$ cat src/rtl/ram_arbiter_pkg.sv
// Shared definitions for the data-RAM arbiter and other masters of the same RAM:
// access modes, arbiter states, requester ids and the registered command format.
package ram_arbiter_pkg;

  // RAM access width encodings, shared with the RAM's read/write mode ports.
  localparam logic [1:0] RAM_MODE_BYTE = 2'd0;
  localparam logic [1:0] RAM_MODE_HALF = 2'd1;
  localparam logic [1:0] RAM_MODE_WORD = 2'd2;
  localparam logic [1:0] RAM_MODE_BAD  = 2'd3;

  typedef enum logic [1:0] {
    IDLE  = 2'd0,
    ISSUE = 2'd1,
    WAIT  = 2'd2,
    RESP  = 2'd3
  } arb_state_t;

  typedef enum logic {
    REQ_CPU = 1'b0,
    REQ_AUX = 1'b1
  } req_id_t;

  // One accepted memory command, as registered toward the RAM.
  typedef struct packed {
    logic        we;
    logic [31:0] addr;
    logic [31:0] wdata;
    logic [1:0]  mode;
    logic        sext;
  } ram_cmd_t;

endpackage

$ cat src/rtl/ram_access_check.sv
// Combinational legality check for one RAM access: flags invalid modes,
// misaligned halves/words and addresses past the end of the RAM.
module ram_access_check
  import ram_arbiter_pkg::*;
#(
  parameter int MEM_WORDS = 24576
) (
  input  logic [31:0] addr,
  input  logic [1:0]  mode,
  output logic        err
);

  // One bit wider than the address so a full 4 GiB RAM would still compare correctly.
  localparam logic [32:0] ADDR_LIMIT = {1'b0, 32'(MEM_WORDS)} << 2;

  // Any single failing rule rejects the access.
  always_comb begin
    // NOTE: give every always_comb output a default first so no path can infer a latch.
    err = 1'b0;
    if (mode == RAM_MODE_BAD)                           err = 1'b1;
    // A half may start at offset 1 (bytes 1..2) but not cross into the next word.
    if (mode == RAM_MODE_HALF && addr[1:0] == 2'b11)    err = 1'b1;
    if (mode == RAM_MODE_WORD && addr[1:0] != 2'b00)    err = 1'b1;
    if ({1'b0, addr} >= ADDR_LIMIT)                     err = 1'b1;
  end

endmodule

$ cat src/rtl/ram_arbiter.sv
// Two-requester arbiter in front of the data RAM. The CPU has priority; the
// auxiliary master is forced through after STARVE_LIMIT lost arbitrations.
// Illegal accesses are answered with an error and never reach the RAM.
module ram_arbiter
  import ram_arbiter_pkg::*;
#(
  parameter int MEM_WORDS    = 24576,
  parameter int STARVE_LIMIT = 4
) (
  input  logic        clk,
  input  logic        rst,

  input  logic        req0_valid,
  output logic        req0_ready,
  input  logic        req0_we,
  input  logic [31:0] req0_addr,
  input  logic [31:0] req0_wdata,
  input  logic [1:0]  req0_mode,
  input  logic        req0_signed,
  output logic        rsp0_valid,
  output logic [31:0] rsp0_rdata,
  output logic        rsp0_err,

  input  logic        req1_valid,
  output logic        req1_ready,
  input  logic        req1_we,
  input  logic [31:0] req1_addr,
  input  logic [31:0] req1_wdata,
  input  logic [1:0]  req1_mode,
  input  logic        req1_signed,
  output logic        rsp1_valid,
  output logic [31:0] rsp1_rdata,
  output logic        rsp1_err,

  output logic        ram_we,
  output logic [31:0] ram_r_addr,
  output logic [31:0] ram_w_addr,
  output logic [31:0] ram_w_data,
  output logic [1:0]  ram_write_mode,
  output logic [1:0]  ram_read_mode,
  output logic        ram_read_signed,
  input  logic [31:0] ram_r_data
);

  localparam int CW = $clog2(STARVE_LIMIT + 1);
  localparam logic [CW-1:0] STARVE_MAX = CW'(STARVE_LIMIT);

  arb_state_t    state;
  req_id_t       owner;
  ram_cmd_t      cmd;
  logic          ram_we_q;
  logic [1:0]    rsp_valid_q;
  logic          rsp_err_q;
  logic          rsp_load_q;
  logic [CW-1:0] starve_cnt;

  logic          force_aux;
  logic          grant_cpu;
  logic          grant_aux;
  logic          accept;
  req_id_t       grant_id;
  ram_cmd_t      sel_cmd;
  logic          sel_err;

  // Grant decision and payload select for the requester that wins this cycle.
  always_comb begin
    force_aux = req1_valid && (starve_cnt == STARVE_MAX);
    grant_aux = (state == IDLE) && req1_valid && (force_aux || !req0_valid);
    grant_cpu = (state == IDLE) && req0_valid && !force_aux;
    accept    = grant_cpu || grant_aux;
    grant_id  = grant_aux ? REQ_AUX : REQ_CPU;
    if (grant_aux) begin
      sel_cmd = '{we: req1_we, addr: req1_addr, wdata: req1_wdata,
                  mode: req1_mode, sext: req1_signed};
    end else begin
      sel_cmd = '{we: req0_we, addr: req0_addr, wdata: req0_wdata,
                  mode: req0_mode, sext: req0_signed};
    end
  end

  // The winner's payload is checked on the way in so errors answer one cycle later.
  ram_access_check #(
    .MEM_WORDS (MEM_WORDS)
  ) u_check (
    .addr (sel_cmd.addr),
    .mode (sel_cmd.mode),
    .err  (sel_err)
  );

  // Count arbitrations the auxiliary master loses while it keeps asking.
  always_ff @(posedge clk or posedge rst) begin
    if (rst) begin
      starve_cnt <= '0;
    end else if (!req1_valid) begin
      // NOTE: state registers use non-blocking assignment so every flop samples pre-edge values.
      starve_cnt <= '0;
    end else if (state == IDLE) begin
      if (grant_aux)                    starve_cnt <= '0;
      else if (starve_cnt != STARVE_MAX) starve_cnt <= starve_cnt + CW'(1);
    end
  end

  // Access sequencer with registered RAM controls and response strobes.
  always_ff @(posedge clk or posedge rst) begin
    if (rst) begin
      state       <= IDLE;
      owner       <= REQ_CPU;
      cmd         <= '0;
      ram_we_q    <= 1'b0;
      rsp_valid_q <= 2'b00;
      rsp_err_q   <= 1'b0;
      rsp_load_q  <= 1'b0;
    end else begin
      ram_we_q    <= 1'b0;
      rsp_valid_q <= 2'b00;
      rsp_err_q   <= 1'b0;
      rsp_load_q  <= 1'b0;
      case (state)
        IDLE: begin
          if (accept) begin
            owner <= grant_id;
            if (sel_err) begin
              // The RAM-facing command is left untouched for rejected accesses.
              state       <= RESP;
              rsp_valid_q <= (grant_id == REQ_AUX) ? 2'b10 : 2'b01;
              rsp_err_q   <= 1'b1;
            end else begin
              state    <= ISSUE;
              cmd      <= sel_cmd;
              ram_we_q <= sel_cmd.we;
            end
          end
        end
        ISSUE: begin
          rsp_valid_q <= (owner == REQ_AUX) ? 2'b10 : 2'b01;
          if (cmd.we) begin
            state <= RESP;
          end else begin
            state      <= WAIT;
            rsp_load_q <= 1'b1;
          end
        end
        WAIT:    state <= IDLE;
        RESP:    state <= IDLE;
        default: state <= IDLE;
      endcase
    end
  end

  // Ready is combinational so the loser sees the decision in the same cycle.
  assign req0_ready = grant_cpu && !rst;
  assign req1_ready = grant_aux && !rst;

  assign ram_we          = ram_we_q;
  assign ram_r_addr      = cmd.addr;
  assign ram_w_addr      = cmd.addr;
  assign ram_w_data      = cmd.wdata;
  assign ram_write_mode  = cmd.mode;
  assign ram_read_mode   = cmd.mode;
  assign ram_read_signed = cmd.sext;

  // Load data is the RAM's own registered output, passed straight through in WAIT.
  assign rsp0_valid = rsp_valid_q[0];
  assign rsp1_valid = rsp_valid_q[1];
  assign rsp0_err   = rsp_valid_q[0] && rsp_err_q;
  assign rsp1_err   = rsp_valid_q[1] && rsp_err_q;
  assign rsp0_rdata = (rsp_valid_q[0] && rsp_load_q) ? ram_r_data : 32'h0;
  assign rsp1_rdata = (rsp_valid_q[1] && rsp_load_q) ? ram_r_data : 32'h0;

endmodule

$ cat config.mk
export PLATFORM = sky130hd
export DESIGN_NAME = ram_arbiter
export DESIGN_NICKNAME = d
export VERILOG_FILES = /design/src/rtl/ram_arbiter_pkg.sv /design/src/rtl/ram_access_check.sv /design/src/rtl/ram_arbiter.sv
export SDC_FILE = /design/constraint.sdc
export NUM_CORES = 1
export LEC_CHECK = 0
export ABC_AREA = 1
export CORE_AREA = 2 2 134 136
export CTS_BUF_LIST = sky130_fd_sc_hd__clkbuf_16
export DETAILED_ROUTE_END_ITERATION = 6
export DIE_AREA = 0 0 136 138
export PLACE_DENSITY = 0.7
export SLEW_MARGIN = 10
export SYNTH_ARGS = -nofsm -noshare
export SYNTH_HDL_FRONTEND = slang
export SYNTH_HIERARCHICAL = 1
export SYNTH_SLANG_ARGS = --single-unit
$ cat constraint.sdc
create_clock -name clk -period 2.6 [get_ports clk]
set_input_delay 0.39 -clock clk [delete_from_list [all_inputs] [get_ports clk]]
set_output_delay 0.39 -clock clk [all_outputs]
set_load 0.005 [all_outputs]
Word-level counts from Yosys, hierarchy flattened

Index checks and enable logic that the tools add are counted.
W data, S select, Z words.

$add $sub $neg: 1
Order comparisons: 1
Equality and inequality tests: 12
Mux-type cells: 29
Bitwise operators: 1
Reduce and logical (&&, ||, !) cells: 24

Operators with widths:

| kind                   | count |
|---|---|
| $mux W68               | 1 |
| $mux W32               | 2 |
| $ge A32 B17 Y1 const B | 1 |
| $mux W1                | 14 |
| $logic_and A1 B1 Y1    | 13 |
| $mux W2                | 6 |
| $mux W3                | 4 |
| $eq A2 B2 Y1 const B   | 5 |
| $pmux W2 S3            | 1 |
| $eq A2 B1 Y1 const B   | 2 |
| $pmux W2 S2            | 1 |
| $reduce_and A2 Y1      | 2 |
| $add A3 B1 Y3 const B  | 1 |
| $eq A3 B3 Y1 const B   | 1 |
| $logic_not A1 Y1       | 3 |
| $ne A3 B1 Y1 const B   | 1 |
| $ne A3 B3 Y1 const B   | 1 |
| $reduce_and A3 Y1      | 1 |
| $logic_not A2 Y1       | 1 |
| $logic_or A1 B1 Y1     | 2 |
| $ne A2 B1 Y1 const B   | 1 |
| $ne A2 B2 Y1 const B   | 1 |
| $reduce_bool A2 Y1     | 1 |
| $reduce_or A2 Y1       | 1 |
| $not A1 Y1             | 1 |

Register bits: 79
Input port bits: 172

Logic depth before layout (Yosys ltp)

Depth in word-level cells: 13
Depth in mapped cells: 20
Mapped depth without buffers: 17

By module

The synthesis kept the hierarchy.

Modules (own cells, without submodules):

| module           | times used | cells each | area each (µm²) | seq. area each (µm²) |
|---|---|---|---|---|
| ram_arbiter      | 1          | 777        | 5187.5          | 1976.9 |
| ram_access_check | 1          | 28         | 116.4           | 0.0 |

Worst setup path before layout

No wires, ideal clock.

Kind: register to register
Start point: register starve_cnt[0]
End point: register cmd, in the netlist ram_r_addr[11]
Setup time: 0.116 ns
Arrival: 2.144 ns
Data required time: 2.484 ns
Slack: 0.339 ns
Stages on the path, launching flop included: 19
Path buffers: 3
Period minus slack after synthesis: 2.261 ns
Cells stage by stage: dfrtp_1 > inv_1 > ha_1 > nand3_2 > nand2_2 > nand2_2 > buf_2 > nand2_1 > nand2_1 > nor2_1 > nand2_1 > a21oi_1 > nand2_1 > inv_1 > nand2_2 > buf_4 > buf_4 > nand2_1 > nand2_1

RTL lines:

| item                   | line               | source |
|---|---|---|
| from (decl)            | ram_arbiter.sv:55  | `logic [CW-1:0] starve_cnt;` |
| from (signal assigned) | ram_arbiter.sv:99  | `else if (starve_cnt != STARVE_MAX) starve_cnt <= starve_cnt + CW'(1);` |
| to (signal assigned)   | ram_arbiter.sv:129 | `cmd <= sel_cmd;` |
| to (decl)              | ram_arbiter.sv:50  | `ram_cmd_t cmd;` |

==> results.sh <==
export IMPL_htree_levels=3
export IMPL_synthArstFlopShare_pct=100
export IMPL_yosysUniqueCellTypes=21
export IMPL_seqPwrFrac_pct=34.8
export IMPL_firstDrtPassIters=5
export IMPL_total_power_mw=3.82
export IMPL_period_minus_slack_ns=2.40
export IMPL_wirelength_um=18700
export IMPL_postSynthAreaPerCell_um2=6.59
export IMPL_power_switching_mw=1.21
export IMPL_clkLatencyLatePin_ns=0.34
export IMPL_relSlewSlack_pct=62.5
export IMPL_pwr_share_clk_pct=29.8
export IMPL_grt_pass1_vias=5464
export IMPL_vias_per_cell=4.35
export IMPL_max_freq_mhz=416
export IMPL_die_x_um=136
export IMPL_dp_cells=1271
export IMPL_synthTopCellsByArea="dfrtp_1, nand2_1, buf_4"
export IMPL_worstMarginPinSlew_ns=0.562
export IMPL_setup_viol=0
export IMPL_p_per_area_nw_per_um2=433
export IMPL_fp_dieH_um=138
export IMPL_startpoint_type="flip-flop"
export IMPL_tritoncts="built"
export IMPL_crit_required_ns=2.88
export IMPL_max_cap_viol_count=0
export IMPL_yosysMostFrequentCell="nand2_1"
export IMPL_grt_max_degree=52
export IMPL_hold_class="input pin to asynchronous set/reset pin"
export IMPL_final_instance_count_excl_fill=1291
export IMPL_first_iter_violations=178
export IMPL_slew_violations=0
export IMPL_status="finished clean"
export IMPL_synth_area_um2=5300
export IMPL_synth_nets=979
export IMPL_sw_frac_of_total_pct=31.8
export IMPL_dr_total_vias=5619
export IMPL_crit_type="flip-flop to flip-flop"
export IMPL_power_leakage_nw=4.43
export IMPL_drcViolationCount=0
export IMPL_comb_power_share_pct=35.4
export IMPL_place_gp_congestion=0.823
export IMPL_area_growth_pct=66.0
export IMPL_start_util_pct=30.2
export IMPL_clock_skew_final_ns=0.00876
export IMPL_internal_power_mw=2.60
export IMPL_worstPathArrival_ns=2.68
export IMPL_yosysTopAreaCell="dfrtp_1"
export IMPL_wire_per_inst_um=14.5
export IMPL_drive_gt1_share_pct=6.50
export IMPL_clock_path_buffers=2
export IMPL_synth_edf_count=0
export IMPL_period_share_pct=92.4
export IMPL_hold_viol_final=0
export IMPL_max_vdd_ir_drop_uv=318
export IMPL_yosysSeqAreaShare_pct=37.3
export IMPL_cts_root_buf="clkbuf_16"
export IMPL_fin_nets=1231
export IMPL_clk_pin_slew_ns=0.06
export IMPL_ys_seq_elements=79
export IMPL_rsz0062_at_grt="false"
export IMPL_yosysTopAreaCellShare_pct=37.3
export IMPL_overflow=0
export IMPL_antenna_found_initial=0
export IMPL_antenna_cells=0
export IMPL_hpwl_um=14200
export IMPL_ios=344
export IMPL_portBuffers=343
export IMPL_synth_commonest_cells="nand2_1, buf_4, dfrtp_1"
export IMPL_grtUsageTotal_pct=19.1
export IMPL_cts_sinks=79
export IMPL_coreArea_um2=17500
export IMPL_ys_flop_type="dfrtp_1"
export IMPL_ys_warnings_count=6
export IMPL_fillers=1795
export IMPL_rows=49
export IMPL_netlist_instances=805
export IMPL_ant_nets=0
export IMPL_critPathCaptureType="flip-flop"
export IMPL_cts_buffers=9
export IMPL_die_area_um2=18800
export IMPL_cp_max_fo=26
export IMPL_grt_pass1_wl_um=28400
==> power groups by stage <==
stage               Clock (mW)  Combinational, mW  Sequential [mW]
floorplan                    0              0.619             1.34
global placement             0               1.34             1.35
detailed placement           0               1.35             1.35
CTS                       1.18               1.36             1.33
global route              1.24               1.49             1.34
finish                    1.14               1.35             1.33
==> area by class of cell <==
type                       count  area (um2)  share of cell area (%)
clock buffer                   9         225                    2.56
inverter                      53         200                    2.27
tap                          229         287                    3.25
clock inverter                 7        40.0                   0.455
sequential                    79        1980                    22.5
timing repair buffer         382        3890                    44.2
multi-input combinational    532        2190                    24.9
==> timing repair <==
item	4_1_cts	5_1_grt
resized for setup	1	9
hold buffers	0	0
setup buffers	0	1
endpoints found under the setup margin	1	71
pin swaps	0	1
gates cloned	0	3
==> registers in the layout (all words and copies together) (netlist names) <==
| signal | count |
|---|---|
| rsp_err_q | 1 |
| ram_read_mode | 2 |
| cmd | 1 |
| rsp_load_q | 1 |
| state | 2 |
| rsp_valid_q | 2 |
| ram_r_addr | 32 |
| ram_w_data | 32 |
| owner | 1 |
| ram_we | 1 |
| starve_cnt | 3 |
| ram_read_signed | 1 |
==> layer usage <==
| metal | routed length (um) | track usage [%] | up-vias |
|---|---|---|---|
| met5 | 0 | 0 | - |
| met4 | 431 | 6.20 | 0 |
| met3 | 1650 | 5.68 | 25 |
| met2 | 9260 | 33.9 | 231 |
| met1 | 7340 | 21.8 | 2523 |
| li1 | - | - | 2840 |
==> critical path, stage by stage, from the launching register on <==
cell	delay, ns
dfrtp_1	0.38
inv_1	0.09
ha_1	0.18
nand3_2	0.10
nand2_2	0.11
nand2_2	0.10
buf_12	0.18
nand2_1	0.07
nand2_1	0.09
nor2_1	0.16
nand3_2	0.08
nor2_2	0.14
nand2_2	0.09
nor2_4	0.10
buf_12	0.14
buf_4	0.18
nand2_1	0.09
nand2_1	0.06
==> logic make-up (layout without fill, tap and decap cells) <==
family | Yosys count | after routing | synth area share [%]
and+or+nand+nor | 518 | 518 | 39.1
buffers and inverters | 194 | 451 | 21.8
DFF | 79 | 79 | 37.3
AOI/OAI and AO/OA | 11 | 11 | 1.20
adders and majority gates | 2 | 2 | 0.472
xor gates and xnor gates | 1 | 1 | 0.165
==> cell usage in the layout (no fill, tap or decap), types with 3 or more instances in the layout <==
| master | instances |
|---|---|
| inv_2 | 4 |
| o21ai_0 | 4 |
| nand3_1 | 71 |
| nand3_2 | 3 |
| buf_6 | 3 |
| clkdlybuf4s50_1 | 342 |
| o22ai_1 | 3 |
| nand2_2 | 4 |
| clkbuf_16 | 11 |
| dfrtp_1 | 79 |
| inv_1 | 48 |
| clkinv_1 | 3 |
| nand2_1 | 360 |
| buf_4 | 25 |
| buf_12 | 9 |
| nor2_1 | 76 |
==> stage by stage <==
| stage | setup TNS, ns | worst slack [ns] | utilization [%] | hold WS [ns] | instance area [um2] |
|---|---|---|---|---|---|
| 3_3_place_gp | -9.84 | -0.179 | 48.0 | 0.461 | 8420 |
| 6_report | 0 | 0.198 | 50.2 | 0.476 | 8800 |
| 5_1_grt | 0 | 0.00167 | 50.2 | 0.498 | 8800 |
| 3_5_place_dp | -7.51 | -0.153 | 48.0 | 0.465 | 8420 |
| 4_1_cts | 0 | 0.0626 | 49.6 | 0.482 | 8690 |
| 2_1_floorplan | 0 | 0.187 | - | 0.423 | 5300 |
==> worst paths after layout <==
check,slack (ns),from,end,cells after the start
max reg2reg,0.20,starve_cnt[0],ram_w_data[29],17
min reg2reg,0.48,ram_w_data[31],ram_w_data[31],2
max in group asynchronous,1.49,rst,ram_r_addr[8],3
max,0.20,starve_cnt[0],ram_w_data[29],17
min in group clk,0.48,ram_w_data[31],ram_w_data[31],2
min,0.48,rst,ram_w_data[5],2
Power figures use the tool's default switching activity.
